`src/rtl/vga_timing_gen.sv`:
```
// VGA raster timing generator: horizontal/vertical FSMs, registered syncs, blanking and coordinates.
// Optional linear framebuffer address counter enabled by defining VGA_PIXEL_ADDR_EN.
module vga_timing_gen #(
  parameter int unsigned H_ACTIVE = 640,
  parameter int unsigned H_FP     = 16,
  parameter int unsigned H_SYNC   = 96,
  parameter int unsigned H_BP     = 48,
  parameter int unsigned V_ACTIVE = 480,
  parameter int unsigned V_FP     = 10,
  parameter int unsigned V_SYNC   = 2,
  parameter int unsigned V_BP     = 33,
  parameter logic        HS_POL   = 1'b0,
  parameter logic        VS_POL   = 1'b0,
  parameter int unsigned ADDR_W   = 19
) (
  input  logic              clock,
  input  logic              reset,
  input  logic              pix_en,
  output logic              hs,
  output logic              vs,
  output logic              blank_n,
  output logic              active,
  output logic [10:0]       x,
  output logic [9:0]        y,
  output logic              line_start,
  output logic              frame_start,
  output logic [ADDR_W-1:0] pixel_addr
);

  localparam int unsigned HC_W    = 11;
  localparam int unsigned VC_W    = 10;
  localparam int unsigned H_TOTAL = H_ACTIVE + H_FP + H_SYNC + H_BP;
  localparam int unsigned V_TOTAL = V_ACTIVE + V_FP + V_SYNC + V_BP;

  // Last count of each region, used as the FSM exit condition
  localparam logic [HC_W-1:0] H_ACT_LAST   = HC_W'(H_ACTIVE - 1);
  localparam logic [HC_W-1:0] H_FRONT_LAST = HC_W'(H_ACTIVE + H_FP - 1);
  localparam logic [HC_W-1:0] H_SYNC_LAST  = HC_W'(H_ACTIVE + H_FP + H_SYNC - 1);
  localparam logic [HC_W-1:0] H_LAST       = HC_W'(H_TOTAL - 1);
  localparam logic [VC_W-1:0] V_ACT_LAST   = VC_W'(V_ACTIVE - 1);
  localparam logic [VC_W-1:0] V_FRONT_LAST = VC_W'(V_ACTIVE + V_FP - 1);
  localparam logic [VC_W-1:0] V_SYNC_LAST  = VC_W'(V_ACTIVE + V_FP + V_SYNC - 1);
  localparam logic [VC_W-1:0] V_LAST       = VC_W'(V_TOTAL - 1);

  generate
    if (H_ACTIVE == 0 || H_FP == 0 || H_SYNC == 0 || H_BP == 0 ||
        V_ACTIVE == 0 || V_FP == 0 || V_SYNC == 0 || V_BP == 0 ||
        H_TOTAL > (1 << HC_W) || V_TOTAL > (1 << VC_W)) begin : g_bad_params
      $error("vga_timing_gen: illegal timing parameters");
    end
  endgenerate

  typedef enum logic [1:0] {H_ACT, H_FRONT, H_SYNCS, H_BACK} h_state_t;
  typedef enum logic [1:0] {V_ACT, V_FRONT, V_SYNCS, V_BACK} v_state_t;

  h_state_t        h_state, h_state_nxt;
  v_state_t        v_state, v_state_nxt;
  logic [HC_W-1:0] h_cnt, h_cnt_nxt;
  logic [VC_W-1:0] v_cnt, v_cnt_nxt;
  logic            h_end;
  logic            in_act;
  logic            hs_nxt, vs_nxt, blank_nxt, ls_nxt, fs_nxt;
  logic [10:0]     x_nxt;
  logic [9:0]      y_nxt;

  // State, counter and output registers
  always_ff @(posedge clock or posedge reset) begin
    if (reset) begin
      h_state     <= H_ACT;
      v_state     <= V_ACT;
      h_cnt       <= '0;
      v_cnt       <= '0;
      hs          <= ~HS_POL;
      vs          <= ~VS_POL;
      blank_n     <= 1'b0;
      active      <= 1'b0;
      x           <= '0;
      y           <= '0;
      line_start  <= 1'b0;
      frame_start <= 1'b0;
    end else begin
      h_state     <= h_state_nxt;
      v_state     <= v_state_nxt;
      h_cnt       <= h_cnt_nxt;
      v_cnt       <= v_cnt_nxt;
      hs          <= hs_nxt;
      vs          <= vs_nxt;
      blank_n     <= blank_nxt;
      active      <= blank_nxt;
      x           <= x_nxt;
      y           <= y_nxt;
      line_start  <= ls_nxt;
      frame_start <= fs_nxt;
    end
  end

  // Next-state: outputs describe the pre-increment position on each pixel tick
  always_comb begin
    h_state_nxt = h_state;
    v_state_nxt = v_state;
    h_cnt_nxt   = h_cnt;
    v_cnt_nxt   = v_cnt;
    h_end       = 1'b0;
    hs_nxt      = hs;
    vs_nxt      = vs;
    blank_nxt   = blank_n;
    x_nxt       = x;
    y_nxt       = y;
    ls_nxt      = 1'b0;
    fs_nxt      = 1'b0;
    in_act      = (h_state == H_ACT) && (v_state == V_ACT);

    if (pix_en) begin
      hs_nxt    = (h_state == H_SYNCS) ? HS_POL : ~HS_POL;
      vs_nxt    = (v_state == V_SYNCS) ? VS_POL : ~VS_POL;
      blank_nxt = in_act;
      x_nxt     = in_act ? h_cnt : '0;
      y_nxt     = in_act ? v_cnt : '0;
      ls_nxt    = (h_cnt == '0);
      fs_nxt    = (h_cnt == '0) && (v_cnt == '0);

      case (h_state)
        H_ACT:   if (h_cnt == H_ACT_LAST)   h_state_nxt = H_FRONT;
        H_FRONT: if (h_cnt == H_FRONT_LAST) h_state_nxt = H_SYNCS;
        H_SYNCS: if (h_cnt == H_SYNC_LAST)  h_state_nxt = H_BACK;
        H_BACK:  if (h_cnt == H_LAST)       h_state_nxt = H_ACT;
        default: h_state_nxt = H_ACT;
      endcase

      h_end     = (h_cnt == H_LAST);
      h_cnt_nxt = h_end ? '0 : h_cnt + HC_W'(1);

      if (h_end) begin
        v_cnt_nxt = (v_cnt == V_LAST) ? '0 : v_cnt + VC_W'(1);
        case (v_state)
          V_ACT:   if (v_cnt == V_ACT_LAST)   v_state_nxt = V_FRONT;
          V_FRONT: if (v_cnt == V_FRONT_LAST) v_state_nxt = V_SYNCS;
          V_SYNCS: if (v_cnt == V_SYNC_LAST)  v_state_nxt = V_BACK;
          V_BACK:  if (v_cnt == V_LAST)       v_state_nxt = V_ACT;
          default: v_state_nxt = V_ACT;
        endcase
      end
    end
  end

`ifdef VGA_PIXEL_ADDR_EN
  // Running address: restarts at each frame origin, steps once per active pixel
  logic [ADDR_W-1:0] addr_cnt;

  always_ff @(posedge clock or posedge reset) begin
    if (reset) begin
      pixel_addr <= '0;
      addr_cnt   <= '0;
    end else if (pix_en && in_act) begin
      if (fs_nxt) begin
        pixel_addr <= '0;
        addr_cnt   <= ADDR_W'(1);
      end else begin
        pixel_addr <= addr_cnt;
        addr_cnt   <= addr_cnt + ADDR_W'(1);
      end
    end
  end
`else
  assign pixel_addr = '0;
`endif

endmodule

```
`config.mk`:
```
export PLATFORM = sky130hd
export DESIGN_NAME = vga_timing_gen
export DESIGN_NICKNAME = d
export VERILOG_FILES = /design/src/rtl/vga_timing_gen.sv
export SDC_FILE = /design/constraint.sdc
export NUM_CORES = 1
export LEC_CHECK = 0
export BUFFER_PORTS_ARGS = -buffer_cell sky130_fd_sc_hd__buf_4
export CAP_MARGIN = 20
export CORE_MARGIN = 5
export CORE_UTILIZATION = 50
export CTS_CLUSTER_SIZE = 14
export DETAILED_ROUTE_END_ITERATION = 8
export HOLD_SLACK_MARGIN = 0.15
export PLACE_DENSITY = 0.76
export SYNTH_ARGS = -nofsm -noshare
export SYNTH_HDL_FRONTEND = slang
export SYNTH_SLANG_ARGS = --single-unit
```
`constraint.sdc`:
```
create_clock -name clock -period 2.6 [get_ports clock]
set_input_delay 0.26 -clock clock [delete_from_list [all_inputs] [get_ports clock]]
set_output_delay 0.26 -clock clock [all_outputs]
set_load 0.02 [all_outputs]
```
==> metrics.cfg, run 1 <==
[floorplanning]
die-height_um=81.9
start_util=0.509
core_sq_mm=0.00507
pin_count=49
dieArea_sq_mm=0.00671
die-width_um=81.9
rows=26

[critical_path]
worst-r2r-setup-slack_ns=0.17
arrival_ns=2.61
cp_max_fo=3
cp-start-kind=flip-flop
critPathKind=reg2reg
worst_ep_required_time_ns=2.78
cp_slowest_stage_delay_ns=0.45
path_cells=inv_1 -> ha_1 -> or4b_1 -> nor3_2 -> nand3_2 -> a221o_1 -> a221oi_2 -> mux2_1
cp_slowest_cell=or4b_1
endpoint_kind=flip-flop

[clock_network]
cts_buffer_depth=2
cts-root-buf=clkbuf_8
clkSinkCount=51
cts_buffers=5
insertion_delay_ns=0.29
cts_tree=done
h-tree-depth=2
path_clk_slew_ns=0.09

[final_layout]
drive_above_1_share=0.211
antennaDiodeCount=0
mostFrequentLayoutCell=dfrtp_1
nets=295
final_cell_mix=49 x dfrtp_1, 40 x buf_4, 22 x a22o_1
area_delta_synth_final_pct=14.4
final_cells=349
stdcell_area_sq_mm=0.00296

[sta]
hold_ws_ns=0.245
rsz0062_at_grt=no
finClkSkew_ns=0.00512
finalMaxSlewViolations=0
period_needed_ns=2.43
setup_viol=0
fin_crit_sh=0.934
hold_viol=0
tns_ns=0
fmax_mhz=412

[pwr]
power.density_mw_per_mm2=538
power_w=0.00159
leakage_nw=1.45
ir_drop_mv=0.290

[placement]
dpl_cell_area_sq_mm=0.00283
io_buffers=29
placed_cells=340
place_congestion=0.927
dp_hpwl_um=3830

[logic_synthesis]
ys_seq_elements=51
synth_cell_types=41
yosysWarnings=0
ys_seq_area_frac=0.495
syn_avg_cell_area_sq_um=10.6
netlist_area_sq_mm=0.00258
synth_cells=244

[routing]
drt.antenna.violating_nets=0
dr.first_iter.drc_count=199
drc_errors=0
dr_total_vias=1896
avgRoutedWirePerCell_um=15.0
firstDrtPassIters=4
wirelength_um=5220
viasPerCell=5.43

[global_routing]
grt_max_degree=31
overflow=0
antenna_found_initial=0
grt_pass1_vias=1818
grt_pass1_wl_um=8600
track_usage=0.164

[flow_run]
maxCapViolCount=0

[hold_path]
hold_class=in2reg

[status]
outcome=complete, no violations

## sequential cells by signal, summed over array words and instances, names as in the netlist
| name | count |
|---|---|
| frame_start | 1 |
| hs | 1 |
| y | 10 |
| active | 1 |
| x | 11 |
| v_cnt | 10 |
| line_start | 1 |
| vs | 1 |
| v_state | 2 |
| h_cnt | 11 |
| h_state | 2 |
## where the power goes
part / switching [W] / internal (W) / total (W)
Sequential: 0.0000669 / 0.000830 / 0.000897
Combinational: 0.0000994 / 0.0000643 / 0.000164
Clock: 0.000249 / 0.000281 / 0.000531
## area by class of cell
class | count | area (sq um)
Clock inverter | 2 | 37.5
Tap cell | 70 | 87.6
Clock buffer | 5 | 68.8
Inverter | 10 | 37.5
Sequential cell | 51 | 1280
Fill cell | 427 | 2120
Multi-Input combinational cell | 170 | 1140
Timing Repair Buffer | 41 | 310
## worst paths after layout
path                           from  depth (start not counted)         end
setup / recovery           v_cnt[1]                          8  v_state[1]
hold / removal               pix_en                          2          hs
setup reg to reg           v_cnt[1]                          8  v_state[1]
hold reg to reg                  hs                          2          hs
max in group asynchronous     reset                          4          vs
min in group asynchronous     reset                          3        x[7]
## routing by layer
| layer | wire [um] | vias up | share of wire | GRT usage |
|---|---|---|---|---|
| li1 | - | 899 | - | - |
| met1 | 2330 | 891 | 0.45 | 0.217 |
| met2 | 2410 | 94 | 0.46 | 0.271 |
| met3 | 369 | 12 | 0.071 | 0.0219 |
| met4 | 105 | 0 | 0.020 | 0.0681 |
| met5 | 0 | - | 0 | 0 |
## metrics by stage
step,util,setup WS [ns]
final,0.583,0.171
after global routing,0.583,0.0572
after CTS,0.581,0.134
after detailed placement,0.558,0.153
after global placement,0.558,0.242
after floorplan,-,0.167
## synth_stat cells
master | instances | area [sq um]
dfrtp_1 | 49 | 1230
a22o_1 | 22 | 193
buf_4 | 20 | 150
nand2_1 | 19 | 71.3
o21ai_0 | 15 | 75.1
ha_1 | 13 | 163
and3_1 | 10 | 62.6
clkbuf_1 | 10 | 37.5
inv_1 | 10 | 37.5
nand4_1 | 9 | 56.3
nor2_1 | 8 | 30.0
nand3_1 | 7 | 35.0
xnor2_1 | 6 | 52.6
nor3_1 | 5 | 25.0
a21oi_1 | 4 | 20.0
o31ai_1 | 3 | 22.5
or4b_2 | 3 | 30.0
xor2_1 | 3 | 26.3
a21o_1 | 2 | 15.0
a31oi_1 | 2 | 12.5
and4_1 | 2 | 17.5
dfstp_2 | 2 | 52.6
mux2_2 | 2 | 22.5
a211oi_1 | 1 | 7.51
a221o_1 | 1 | 10.0
a221oi_2 | 1 | 15.0
and2_0 | 1 | 6.26
and2_1 | 1 | 6.26
buf_6 | 1 | 11.3
conb_1 | 1 | 3.75
mux2_1 | 1 | 11.3
mux2i_1 | 1 | 10.0
nand2b_1 | 1 | 6.26
nand3_2 | 1 | 10.0
nor2b_1 | 1 | 6.26
nor3_2 | 1 | 10.0
nor4_1 | 1 | 6.26
o22ai_1 | 1 | 6.26
o41ai_1 | 1 | 8.76
or2_2 | 1 | 6.26
or4b_1 | 1 | 10.0
## logic make-up (layout without fill, tap and decap cells)
kind of cell,after synthesis,in the layout,share of synthesized area
muxes,4,4,0.0169
buffers and inverters,41,58,0.0915
AOI/OAI and AO/OA,53,53,0.149
DFF,51,51,0.495
and+or+nand+nor,72,72,0.153
adders and majority gates,13,13,0.0629
other,1,19,0.00145
xor gates and xnor gates,9,9,0.0305
## critical path, delay by kind of cell (launching register included)
kind	cells	cell delay, ns
AO/OA/AOI/OAI	2	0.58
adder cells (fa/ha/maj)	1	0.15
buffers and inverters	1	0.10
flip-flops	1	0.38
multiplexers	1	0.36
AND/OR/NAND/NOR	3	0.75
## repair_timing
action / in CTS / in global routing
hold buffers: 1 / 0
setup buffers: 0 / 1
endpoints found under the setup margin: 0 / 1
gates resized for setup: 0 / 0
hold endpoints to repair: 21 / 0
(Power assumes the default switching activity.)
==> run 2, diff against run 1 <==
Settings changed: REMOVE_ABC_BUFFERS set to 1.
==> run 2 against run 1 <==
Net effect:
- via count grew 2.1%
- final cell count grew 0.57%
- power grew 0.88%
- critical path type unchanged
- critical endpoint unchanged
- largest cell class unchanged
==> metrics.cfg, run 2 (same netlist as run 1, synthesis figures left out) <==
[routing]
dr_total_vias=1936
firstDrtPassIters=4
viasPerCell=5.52
drt.antenna.violating_nets=0
avgRoutedWirePerCell_um=15.3
wirelength_um=5350
drc_errors=0
dr.first_iter.drc_count=186

[pwr]
power_w=0.00161
leakage_nw=1.45
power.density_mw_per_mm2=536
ir_drop_mv=0.196

[floorplanning]
dieArea_sq_mm=0.00671
die-width_um=81.9
pin_count=49
rows=26
start_util=0.509
core_sq_mm=0.00507
die-height_um=81.9

[sta]
finClkSkew_ns=0.00704
fmax_mhz=402
period_needed_ns=2.49
finalMaxSlewViolations=0
setup_viol=0
hold_viol=0
tns_ns=0
fin_crit_sh=0.957

[critical_path]
critPathKind=reg2reg
arrival_ns=2.68
endpoint_kind=flip-flop
cp_max_fo=3
cp-start-kind=flip-flop
worst-r2r-cell-count=8
worst_ep_required_time_ns=2.79

[global_routing]
grt_max_degree=32
antenna_found_initial=0
track_usage=0.176
grt_pass1_wl_um=8960
grt_pass1_vias=1801
overflow=0

[clock_network]
path_clk_slew_ns=0.09
clkSinkCount=51
cts_tree=done
insertion_delay_ns=0.30
cts-root-buf=clkbuf_8
h-tree-depth=2
cts_buffer_depth=2
cts_buffers=5

[status]
outcome=complete, no violations

[placement]
place_congestion=0.944
io_buffers=29
dp_hpwl_um=3830
placed_cells=342
dpl_cell_area_sq_mm=0.00285

[final_layout]
drive_above_1_share=0.221
stdcell_area_sq_mm=0.00299
nets=297
antennaDiodeCount=0
area_delta_synth_final_pct=15.8
final_cells=351
final_core_util=0.590
mostFrequentLayoutCell=dfrtp_1
fill_cells=453
final_cell_mix=49 x dfrtp_1, 42 x buf_4, 22 x a22o_1
top_regs=h_cnt (11), x (11)

[hold_path]
hold_class=in2reg
whs_path_depth=2

[flow_run]
maxCapViolCount=0

==> run 2: cell count changes in the layout (fill, tap and decap cells not counted), sizes merged <==
cell | previous run | this run
buf | 40 | 42
==> run 2: critical path, stage by stage (launching register included) <==
cell and delay, ns:
dfrtp_1 0.38, inv_1 0.09, ha_1 0.15, or4b_4 0.48, nor3_4 0.21, nand3_2 0.10
a221o_1 0.39, a221oi_4 0.24, mux2_1 0.35
==> run 2: cell type report <==
class / count / area, sq um / share of cell area
Tap cell: 70 / 87.6 / 0.0293
Clock inverter: 2 / 37.5 / 0.0125
Timing Repair Buffer: 43 / 325 / 0.109
Inverter: 10 / 37.5 / 0.0125
Clock buffer: 5 / 68.8 / 0.0230
Sequential cell: 51 / 1280 / 0.427
Multi-Input combinational cell: 170 / 1160 / 0.387
==> run 2: metrics by stage <==
stage / hold slack, ns / setup WS [ns]
6_report: 0.242 / 0.113
5_1_grt: 0.253 / -0.0145
4_1_cts: 0.233 / 0.115
3_5_place_dp: 0.287 / 0.138
3_3_place_gp: 0.287 / 0.241
2_1_floorplan: 0.310 / 0.167
==> run 2: where the power goes <==
part / switching (W) / internal (W) / total (W)
Clock: 0.000255 / 0.000281 / 0.000537
Sequential: 0.0000465 / 0.000830 / 0.000877
Combinational: 0.000118 / 0.0000736 / 0.000192
Total: 0.000420 / 0.00119 / 0.00161
==> run 2: per-layer routing <==
| metal | routed length (um) | global-route usage |
|---|---|---|
| met1 | 2440 | 0.246 |
| met2 | 2520 | 0.275 |
| met3 | 309 | 0.0329 |
| met4 | 87 | 0.0598 |
| met5 | 0 | 0 |
==> run 2: path summary, 6_finish.rpt <==
path / endpoint / slack [ns] / startpoint
max: v_state[1] / 0.11 / v_cnt[1]
min: hs / 0.24 / pix_en
max reg2reg: v_state[1] / 0.11 / v_cnt[1]
min reg2reg: hs / 0.50 / hs
max in group asynchronous: hs / 1.32 / reset
min in group asynchronous: y[2] / 0.51 / reset
==> run 2: timing repair <==
action | in CTS | in global routing
setup buffers | 0 | 1
endpoints found under the hold margin | 20 | 0
resized for setup | 0 | 3
hold buffers | 1 | 0
setup endpoints to repair | 0 | 1
==> run 3, diff against run 2 <==
Settings changed: CORE_UTILIZATION 50 to 43, PLACE_DENSITY 0.76 to 0.67.
==> run 3 against run 2 <==
Net effect:
- hold slack got worse by 0.0071 ns
- global-route usage is 3.2 points lower
- highest routed layer unchanged
- setup slack improved by 0.054 ns
- critical path depth unchanged
- die area rose by 14%
- via count down 3.2%
- largest power group unchanged
- wire length down 4.6%
- combinational power decreased by 5%
- final cell count is 1.4% higher
- flip-flop and latch count did not move
- power is essentially flat
- critical path type unchanged
- count of clock-buffer cells in the layout did not move
==> metrics.cfg, run 3 (same netlist as run 1, synthesis figures left out) <==
[status]
outcome=complete, no violations

[routing]
drt.antenna.violating_nets=0
viasPerCell=5.26
wirelength_um=5110
dr.first_iter.drc_count=208
dr_total_vias=1874
firstDrtPassIters=4
avgRoutedWirePerCell_um=14.3
drc_errors=0

[floorplanning]
die-width_um=87.5
start_util=0.439
dieArea_sq_mm=0.00766
rows=28
pin_count=49
die-height_um=87.5
core_sq_mm=0.00589

[final_layout]
antennaDiodeCount=0
final_cell_mix=49 x dfrtp_1, 42 x buf_4, 22 x a22o_1
mostFrequentLayoutCell=dfrtp_1
top_regs=h_cnt (11), x (11)
drive_above_1_share=0.217
area_delta_synth_final_pct=15.2
nets=297
stdcell_area_sq_mm=0.00298

[pwr]
swShare=0.262
p_switching_w=0.000421
power_w=0.00161
ir_drop_mv=0.213
combPwrFrac=0.114
power_frac_seq=0.549
p_clk_frac=0.337
p_int_w=0.00118
power.density_mw_per_mm2=539
leakage_nw=1.46

[clock_network]
path_clk_slew_ns=0.09
cts-root-buf=clkbuf_8
cts_buffers=5
cts_tree=done
cts_buffer_depth=2
h-tree-depth=2
insertion_delay_ns=0.30
clkSinkCount=51

[hold_path]
hold_class=in2reg

[critical_path]
endpoint_kind=flip-flop
arrival_ns=2.63
cp_max_fo=3
cp-start-kind=flip-flop
worst_ep_required_time_ns=2.79
critPathKind=reg2reg

[global_routing]
grt_pass1_wl_um=8680
grt_pass1_vias=1819
track_usage=0.144
antenna_found_initial=0
overflow=0
grt_max_degree=29

[flow_run]
maxCapViolCount=0

[placement]
place_congestion=0.859
io_buffers=29
dpl_cell_area_sq_mm=0.00286
dp_hpwl_um=3630

[sta]
tns_ns=0
fin_crit_sh=0.936
hold_ws_ns=0.234
period_needed_ns=2.43
rsz0062_at_grt=no
hold_viol=0
finalMaxSlewViolations=0
fmax_mhz=411
finClkSkew_ns=0.00443
setup_viol=0

run 3: per-layer routing:
metal,up-vias,part of all wire,track usage
met2,60,0.43,0.218
met4,0,0.020,0.0628
met3,8,0.073,0.0282
met5,-,0,0
li1,915,-,-
met1,891,0.48,0.200
run 3: path summary, 6_finish.rpt:
check                         start         end  slack [ns]  cells past startpoint
min in group asynchronous     reset      active        0.52                      3
hold / removal               pix_en          vs        0.23                      2
setup reg to reg           v_cnt[1]  v_state[1]        0.17                      8
hold reg to reg                  vs          vs        0.50                      2
setup / recovery           v_cnt[1]  v_state[1]        0.17                      8
max in group asynchronous     reset          hs        1.30                      4
run 3: layout make-up:
type / instances / area, sq um
inverter: 10 / 37.5
clock inverter: 2 / 37.5
multi-input combinational: 170 / 1140
timing repair buffer: 43 / 325
sequential: 51 / 1280
clock buffer: 5 / 68.8
tap: 75 / 93.8
fill: 543 / 2910
run 3: metrics by stage:
step           utilization  setup slack, ns  std cells
2_1_floorplan            -            0.167        231
3_3_place_gp         0.486            0.239        348
3_5_place_dp         0.486            0.169        348
4_1_cts              0.506            0.158        356
5_1_grt              0.506           0.0338        356
6_report             0.506            0.167        356
run 3: power by group through the flow:
| stage | sequential [W] | combinational, W | clock (W) |
|---|---|---|---|
| 2_1_floorplan | 0.000894 | 0.000119 | 0 |
| 3_3_place_gp | 0.000895 | 0.000179 | 0 |
| 3_5_place_dp | 0.000896 | 0.000183 | 0 |
| 4_1_cts | 0.000881 | 0.000185 | 0.000560 |
| 5_1_grt | 0.000889 | 0.000208 | 0.000586 |
| 6_report | 0.000881 | 0.000183 | 0.000541 |
run 3: critical path, stage by stage (launching register included):
cell,delay (ns)
dfrtp_1,0.38
inv_1,0.09
ha_1,0.13
or4b_1,0.44
nor3_2,0.21
nand3_2,0.11
a221o_1,0.36
a221oi_2,0.25
mux2_1,0.35
run 3: what timing repair did:
action                    4_1_cts  5_1_grt
hold endpoints to repair       23        0
hold buffers                    1        0
buffers inserted                0        0
gates resized for setup         0        0
